$ cat config.mk
export PLATFORM = sky130hd
export DESIGN_NAME = main_control_fsm_flat
export DESIGN_NICKNAME = d
export VERILOG_FILES = /design/src/rtl/main_control_fsm_if.sv /design/src/rtl/main_control_fsm.sv /design/src/flat_wrapper.sv
export SDC_FILE = /design/constraint.sdc
export NUM_CORES = 1
export LEC_CHECK = 0
export ABC_AREA = 1
export BUFFER_PORTS_ARGS = -buffer_cell sky130_fd_sc_hd__buf_2
export CAP_MARGIN = 20
export CORE_MARGIN = 2
export CORE_UTILIZATION = 29
export DETAILED_ROUTE_END_ITERATION = 6
export PLACE_DENSITY = 0.59
export RECOVER_POWER = 50
export SYNTH_ARGS = -nofsm -noshare
export SYNTH_HDL_FRONTEND = slang
export SYNTH_SLANG_ARGS = --single-unit
export TNS_END_PERCENT = 100
$ cat constraint.sdc
create_clock -name clk -period 1.2 [get_ports clk]
set_input_delay 0.06 -clock clk [delete_from_list [all_inputs] [get_ports clk]]
set_output_delay 0.06 -clock clk [all_outputs]
set_load 0.05 [all_outputs]
$ cat src/rtl/main_control_fsm_if.sv
// Control bundle between the multicycle datapath and its main control FSM.
// The FSM sits on the slave side: it takes the opcode and memory handshake and drives every strobe.
interface main_control_fsm_if #(
    parameter int STATE_W = 4
);
    logic [5:0]         Op;
    logic               Mem_Ready;
    logic               PCWrite;
    logic               PCWriteCond;
    logic               IorD;
    logic               MemRead;
    logic               MemWrite;
    logic               IRWrite;
    logic               MemtoReg;
    logic               RegDst;
    logic               RegWrite;
    logic               ALUSrcA;
    logic [1:0]         ALUSrcB;
    logic [1:0]         ALUOp;
    logic [1:0]         PCSource;
    logic [1:0]         Zero_Sign;
    logic               Illegal_Op;
    logic [STATE_W-1:0] State;

    modport master (
        output Op, Mem_Ready,
        input  PCWrite, PCWriteCond, IorD, MemRead, MemWrite, IRWrite, MemtoReg,
               RegDst, RegWrite, ALUSrcA, ALUSrcB, ALUOp, PCSource, Zero_Sign,
               Illegal_Op, State
    );

    modport slave (
        input  Op, Mem_Ready,
        output PCWrite, PCWriteCond, IorD, MemRead, MemWrite, IRWrite, MemtoReg,
               RegDst, RegWrite, ALUSrcA, ALUSrcB, ALUOp, PCSource, Zero_Sign,
               Illegal_Op, State
    );
endinterface

$ cat src/rtl/main_control_fsm.sv
// Main control FSM of the multicycle MIPS datapath.
// Outputs are decoded from the current state, so an async reset lands them on the FETCH decode at once.
module main_control_fsm #(
    parameter int STATE_W = 4
) (
    input logic               clk,
    input logic               reset,
    main_control_fsm_if.slave bus
);

    typedef enum logic [3:0] {
        FETCH   = 4'd0,
        DECODE  = 4'd1,
        MEMADR  = 4'd2,
        MEMRD   = 4'd3,
        MEMWB   = 4'd4,
        MEMWR   = 4'd5,
        RTEXEC  = 4'd6,
        RTWB    = 4'd7,
        BRANCH  = 4'd8,
        IMMEXEC = 4'd9,
        IMMWB   = 4'd10,
        JUMP    = 4'd11
    } state_t;

    localparam logic [5:0] OP_RTYPE = 6'b000000;
    localparam logic [5:0] OP_J     = 6'b000010;
    localparam logic [5:0] OP_BEQ   = 6'b000100;
    localparam logic [5:0] OP_ADDI  = 6'b001000;
    localparam logic [5:0] OP_ANDI  = 6'b001100;
    localparam logic [5:0] OP_ORI   = 6'b001101;
    localparam logic [5:0] OP_LUI   = 6'b001111;
    localparam logic [5:0] OP_LW    = 6'b100011;
    localparam logic [5:0] OP_SW    = 6'b101011;

    state_t state;
    logic   logical_imm;
    logic   supported_op;
    logic [1:0] imm_ext;

    always_ff @(posedge clk or posedge reset) begin
        if (reset) begin
            state <= FETCH;
        end else begin
            case (state)
                FETCH:   if (bus.Mem_Ready) state <= DECODE;
                DECODE: begin
                    case (bus.Op)
                        OP_LW, OP_SW:                      state <= MEMADR;
                        OP_RTYPE:                          state <= RTEXEC;
                        OP_BEQ:                            state <= BRANCH;
                        OP_ADDI, OP_ANDI, OP_ORI, OP_LUI:  state <= IMMEXEC;
                        OP_J:                              state <= JUMP;
                        default:                           state <= FETCH;
                    endcase
                end
                MEMADR:  state <= (bus.Op == OP_SW) ? MEMWR : MEMRD;
                MEMRD:   if (bus.Mem_Ready) state <= MEMWB;
                MEMWB:   state <= FETCH;
                MEMWR:   if (bus.Mem_Ready) state <= FETCH;
                RTEXEC:  state <= RTWB;
                RTWB:    state <= FETCH;
                BRANCH:  state <= FETCH;
                IMMEXEC: state <= IMMWB;
                IMMWB:   state <= FETCH;
                JUMP:    state <= FETCH;
                default: state <= FETCH;
            endcase
        end
    end

    // Op stays frozen past FETCH, so IMMEXEC/IMMWB can decode the extender mode straight from it.
    always_comb begin
        logical_imm  = (bus.Op == OP_ANDI) || (bus.Op == OP_ORI);
        imm_ext      = (bus.Op == OP_LUI) ? 2'b10 : (logical_imm ? 2'b01 : 2'b00);
        supported_op = (bus.Op == OP_LW)   || (bus.Op == OP_SW)   || (bus.Op == OP_RTYPE) ||
                       (bus.Op == OP_BEQ)  || (bus.Op == OP_ADDI) || (bus.Op == OP_ANDI)  ||
                       (bus.Op == OP_ORI)  || (bus.Op == OP_LUI)  || (bus.Op == OP_J);
    end

    always_comb begin
        bus.PCWrite     = 1'b0;
        bus.PCWriteCond = 1'b0;
        bus.IorD        = 1'b0;
        bus.MemRead     = 1'b0;
        bus.MemWrite    = 1'b0;
        bus.IRWrite     = 1'b0;
        bus.MemtoReg    = 1'b0;
        bus.RegDst      = 1'b0;
        bus.RegWrite    = 1'b0;
        bus.ALUSrcA     = 1'b0;
        bus.ALUSrcB     = 2'b00;
        bus.ALUOp       = 2'b00;
        bus.PCSource    = 2'b00;
        bus.Zero_Sign   = 2'b00;
        bus.Illegal_Op  = 1'b0;
        case (state)
            FETCH: begin
                bus.MemRead = 1'b1;
                bus.ALUSrcB = 2'b01;
                bus.IRWrite = bus.Mem_Ready;
                bus.PCWrite = bus.Mem_Ready;
            end
            DECODE: begin
                bus.ALUSrcB    = 2'b11;
                bus.Zero_Sign  = 2'b11;
                bus.Illegal_Op = !supported_op;
            end
            MEMADR: begin
                bus.ALUSrcA = 1'b1;
                bus.ALUSrcB = 2'b10;
            end
            MEMRD: begin
                bus.MemRead = 1'b1;
                bus.IorD    = 1'b1;
            end
            MEMWB: begin
                bus.RegWrite = 1'b1;
                bus.MemtoReg = 1'b1;
            end
            MEMWR: begin
                bus.MemWrite = 1'b1;
                bus.IorD     = 1'b1;
            end
            RTEXEC: begin
                bus.ALUSrcA = 1'b1;
                bus.ALUOp   = 2'b10;
            end
            RTWB: begin
                bus.RegWrite = 1'b1;
                bus.RegDst   = 1'b1;
            end
            BRANCH: begin
                bus.ALUSrcA     = 1'b1;
                bus.ALUOp       = 2'b01;
                bus.PCWriteCond = 1'b1;
                bus.PCSource    = 2'b01;
                bus.Zero_Sign   = 2'b11;
            end
            IMMEXEC: begin
                bus.ALUSrcA   = 1'b1;
                bus.ALUSrcB   = 2'b10;
                bus.ALUOp     = logical_imm ? 2'b11 : 2'b00;
                bus.Zero_Sign = imm_ext;
            end
            IMMWB: begin
                bus.RegWrite  = 1'b1;
                bus.Zero_Sign = imm_ext;
            end
            JUMP: begin
                bus.PCWrite  = 1'b1;
                bus.PCSource = 2'b10;
            end
            default: ;
        endcase
    end

    assign bus.State = STATE_W'(state);

endmodule

$ cat src/flat_wrapper.sv
// flat-port wrapper written by rule: the top's interface ports become plain ports
module main_control_fsm_flat 
#(
    parameter int STATE_W = 4
)
  (clk, reset, bus_Op, bus_Mem_Ready, bus_PCWrite, bus_PCWriteCond, bus_IorD, bus_MemRead, bus_MemWrite, bus_IRWrite, bus_MemtoReg, bus_RegDst, bus_RegWrite, bus_ALUSrcA, bus_ALUSrcB, bus_ALUOp, bus_PCSource, bus_Zero_Sign, bus_Illegal_Op, bus_State);
  main_control_fsm_if #(.STATE_W(STATE_W)) bus_i ();
  input logic clk;
  input logic reset;
  input wire logic [$bits(bus_i.Op)-1:0] bus_Op;
  input wire logic [$bits(bus_i.Mem_Ready)-1:0] bus_Mem_Ready;
  output wire logic [$bits(bus_i.PCWrite)-1:0] bus_PCWrite;
  output wire logic [$bits(bus_i.PCWriteCond)-1:0] bus_PCWriteCond;
  output wire logic [$bits(bus_i.IorD)-1:0] bus_IorD;
  output wire logic [$bits(bus_i.MemRead)-1:0] bus_MemRead;
  output wire logic [$bits(bus_i.MemWrite)-1:0] bus_MemWrite;
  output wire logic [$bits(bus_i.IRWrite)-1:0] bus_IRWrite;
  output wire logic [$bits(bus_i.MemtoReg)-1:0] bus_MemtoReg;
  output wire logic [$bits(bus_i.RegDst)-1:0] bus_RegDst;
  output wire logic [$bits(bus_i.RegWrite)-1:0] bus_RegWrite;
  output wire logic [$bits(bus_i.ALUSrcA)-1:0] bus_ALUSrcA;
  output wire logic [$bits(bus_i.ALUSrcB)-1:0] bus_ALUSrcB;
  output wire logic [$bits(bus_i.ALUOp)-1:0] bus_ALUOp;
  output wire logic [$bits(bus_i.PCSource)-1:0] bus_PCSource;
  output wire logic [$bits(bus_i.Zero_Sign)-1:0] bus_Zero_Sign;
  output wire logic [$bits(bus_i.Illegal_Op)-1:0] bus_Illegal_Op;
  output wire logic [$bits(bus_i.State)-1:0] bus_State;
  assign bus_i.Op = bus_Op;
  assign bus_i.Mem_Ready = bus_Mem_Ready;
  assign bus_PCWrite = bus_i.PCWrite;
  assign bus_PCWriteCond = bus_i.PCWriteCond;
  assign bus_IorD = bus_i.IorD;
  assign bus_MemRead = bus_i.MemRead;
  assign bus_MemWrite = bus_i.MemWrite;
  assign bus_IRWrite = bus_i.IRWrite;
  assign bus_MemtoReg = bus_i.MemtoReg;
  assign bus_RegDst = bus_i.RegDst;
  assign bus_RegWrite = bus_i.RegWrite;
  assign bus_ALUSrcA = bus_i.ALUSrcA;
  assign bus_ALUSrcB = bus_i.ALUSrcB;
  assign bus_ALUOp = bus_i.ALUOp;
  assign bus_PCSource = bus_i.PCSource;
  assign bus_Zero_Sign = bus_i.Zero_Sign;
  assign bus_Illegal_Op = bus_i.Illegal_Op;
  assign bus_State = bus_i.State;
  main_control_fsm #(.STATE_W(STATE_W)) u_core (.clk(clk), .reset(reset), .bus(bus_i));
endmodule
==> flow_summary.rst <==
.. list-table::
   :header-rows: 1

   * - Metric
     - Value
   * - Number of flip-flops in the largest register
     - 4
   * - Total global-route track usage
     - 19.05%
   * - Clk pin slew, worst setup/hold paths
     - 40 ps
   * - Number of global-route vias before repair
     - 780
   * - Max Cap Viol
     - 0
   * - Number of enable-type register cells in the synthesized netlist
     - 0
   * - Floorplan Core Area
     - 1764 µm²
   * - Post-route setup TNS
     - -4392 ps
   * - Depth of the worst register-to-register path
     - 10
   * - Count of port buffers added during placement
     - 31
   * - Maximum achievable frequency
     - 660.8 MHz
   * - Count of final max-slew check failures
     - 0
   * - Root Driver
     - sky130_fd_sc_hd__clkbuf_4
   * - Yosys Warn Count
     - 0
   * - Area share of the largest cell type after synthesis
     - 18.02%
   * - # clock sinks
     - 4
   * - Outcome
     - complete, but fails checks
   * - Routed wire per std cell
     - 11.10 µm
   * - Final period util
     - 126.1%
   * - Final count of negative-setup-slack endpoints
     - 22
   * - I/O pin cnt
     - 32
   * - Average cell area after synthesis
     - 5.291 µm²
   * - Most area-hungry cell type in the Yosys netlist
     - sky130_fd_sc_hd__dfrtp_1
   * - Die Outline Area
     - 2282 µm²
   * - Post-Synthesis Cells
     - 105
   * - Top cells by area in the synthesized netlist
     - sky130_fd_sc_hd__dfrtp_1 18%, sky130_fd_sc_hd__nor2_1 15%, sky130_fd_sc_hd__nand2_1 14%
   * - Global-route wire length before repair
     - 3070 µm
   * - CTS tree
     - built
   * - Lkg Pwr
     - 0.0006397 µW
   * - Starting density of the core
     - 31.49%
   * - Slowest stage cell, crit path
     - sky130_fd_sc_hd__dfrtp_2
   * - FF+latch area
     - 105.1 µm²
   * - Antenna cell count
     - 0
   * - Total area of multi-input combinational cells
     - 578.1 µm²
   * - Endpoints failing hold
     - 0
   * - Unrepaired setup endpoints after global routing
     - yes
   * - Startpoint of the worst setup timing path
     - u_core.bus.State[2]
   * - Final routed wirelength across all metal layers
     - 2009 µm
   * - Final setup margin
     - -313.4 ps
   * - H-tree levels
     - 1
   * - Maximum buffer depth of the clock tree
     - 2
   * - Remaining global-route overflow
     - 0
   * - Height of the chip
     - 47.77 µm
   * - Post-route clock skew
     - 1.846 ps
   * - Ratio of cells with drive above 1 in the final layout
     - 67.95%
   * - Time the worst path needs with I/O delays and setup
     - 1513 ps
   * - Placed Instances
     - 173
   * - Drt first-iter violations
     - 18
   * - Library cells used by synthesis
     - 20
   * - Share of flip-flops with an asynchronous set or reset after synthesis
     - 100.0%
   * - Min-Delay Path Class
     - input pin to flop
   * - Number of nets with antenna violations after routing
     - 0
   * - Post-synthesis instance area
     - 555.5 µm²
   * - R2r setup slk
     - -160 ps
   * - Top cells by count, synth
     - 22 x sky130_fd_sc_hd__nor2_1, 21 x sky130_fd_sc_hd__nand2_1, 20 x sky130_fd_sc_hd__inv_1
   * - Crit path required time
     - 1140 ps
   * - Worst reg2reg endpoint
     - u_core.bus.State[2]
   * - Count of TritonRoute iterations in the first routing pass
     - 4
   * - Top-count cell post-synth
     - sky130_fd_sc_hd__nor2_1
   * - Vias
     - 828
   * - Die extent in x
     - 47.77 µm
   * - Slowest cell delay on critical path
     - 420 ps
   * - Register area share after synthesis
     - 18.02%
   * - Data arrival, critical path
     - 1450 ps
   * - DRC
     - 0
   * - Cell chain of the critical path
     - inv_2 > nor2_2 > inv_2 > nor2_4 > or3_4 > buf_6
   * - Relative slew slack
     - 83.92%
   * - Layout Nets
     - 167
   * - Critical path endpoint category
     - output pin
   * - Predominant post-synthesis flop cell
     - sky130_fd_sc_hd__dfrtp_1
   * - Transition at the pin with the smallest max-transition slack
     - 240.4 ps
   * - Cell repeated most along the worst path
     - sky130_fd_sc_hd__inv_2
   * - Worst-skew pair later-pin latency
     - 230 ps
   * - Maximum ir drop on the vdd rail
     - 1.785 mV
   * - Launching point of the worst reg2reg path
     - u_core.bus.State[3]
   * - Filler Cells Inserted
     - 147
   * - Area added between synthesis and finish
     - 129.7%
   * - Detailed-placement wirelength estimate
     - 1576 µm
   * - Site Rows
     - 15
   * - Placer's final routability congestion estimate
     - 0.9242
   * - Total power density per cell area
     - 2867 nW/µm²
   * - Post-Synthesis Net Count
     - 114
   * - Maximum net fanout on the critical path
     - 3
   * - Routed via count divided by cell count
     - 4.575
   * - Antenna violations before repair
     - 0
   * - Failing checks
     - setup timing
   * - Pin count of the biggest net entering global routing
     - 7
   * - Capture point of the critical path
     - bus_RegWrite
   * - Number of storage elements in the synthesis netlist
     - 4
   * - CP Launch Type
     - flop
   * - Utilization after layout
     - 72.34%
   * - Design Power
     - 3659 µW
   * - Worst Setup Path Type
     - flop to output pin
   * - Number of cells in the finished layout apart from fillers
     - 181
   * - CTS buffer count
     - 3
## through the flow
step	hold slack, ps	setup WS, ps	area (µm²)
after floorplan	-173.9	-283.9	711.9
after global placement	-59.65	-141.7	988.4
after detailed placement	-57.59	-160.3	988.4
after CTS	228.0	-318.6	1192
after global routing	214.7	-380.6	1276
final	208.5	-313.4	1276
## report_power, final
part / internal (µW) / leakage (µW) / switching, µW
Sequential: 191 / 0.0000472 / 94.1
Clock: 112 / 0.0000138 / 50.6
Combinational: 1220 / 0.000579 / 1990
Total: 1530 / 0.000640 / 2130
## final cells by class
| class | instances | area share [%] |
|---|---|---|
| multi-input combinational | 76 | 45.29 |
| timing repair buffer | 49 | 35.00 |
| sequential | 4 | 8.235 |
| inverter | 24 | 7.255 |
| tap | 25 | 2.451 |
| clock buffer | 3 | 1.765 |
## critical path, delay by kind of cell (launching register included)
family	cells	cell delay (ps)
buffers and inverters	3	360
flip-flops	1	420
AND/OR/NAND/NOR	3	450
## logic make-up after synthesis
| kind of cell | Yosys count | synth area share [%] |
|---|---|---|
| compound gates | 11 | 11.26 |
| flops | 4 | 18.02 |
| simple gates | 65 | 53.15 |
| buf+inv | 25 | 17.57 |
## cell usage in the layout, fill, tap and decap left out, drive strengths merged
| master | count |
|---|---|
| a21oi | 1 |
| and2 | 1 |
| buf | 48 |
| clkbuf | 3 |
| dfrtp | 4 |
| dlygate4sd3 | 1 |
| inv | 24 |
| nand2 | 23 |
| nand3 | 11 |
| nand4 | 3 |
| nor2 | 25 |
| nor3 | 1 |
| o211ai | 1 |
| o21ai | 8 |
| o22ai | 1 |
| or3 | 1 |
## repair_timing
item | 4_1_cts | 5_1_grt
gates resized for setup | 55 | 18
pin swaps | 2 | 6
endpoints found under the setup margin | 23 | 23
hold buffers | 1 | 0
endpoints found under the hold margin | 4 | 0
setup buffers | 1 | 4
## layer usage
layer / vias to the layer above / track usage [%] / share of wire, %
met2: 28 / 34.67 / 52
met4: 0 / 4.324 / 3.0
met3: 6 / 5.283 / 4.0
met5: - / 0 / 0
met1: 361 / 21.95 / 41
li1: 433 / - / -
## worst min-delay path by stage
| stage | start | to | slack (ps) | cells past startpoint |
|---|---|---|---|---|
| finish | bus_Op[3] | u_core.bus.State[1] | 210 | 4 |
| global route | bus_Op[3] | u_core.bus.State[1] | 210 | 4 |
| CTS | bus_Mem_Ready | u_core.bus.State[2] | 230 | 4 |
| detailed placement | reset | u_core.bus.State[2] | -60 | 2 |
| global placement | reset | u_core.bus.State[2] | -60 | 2 |
| floorplan | reset | u_core.bus.State[0] | -170 | 1 |
No activity file was read; power rests on OpenSTA's default activity.
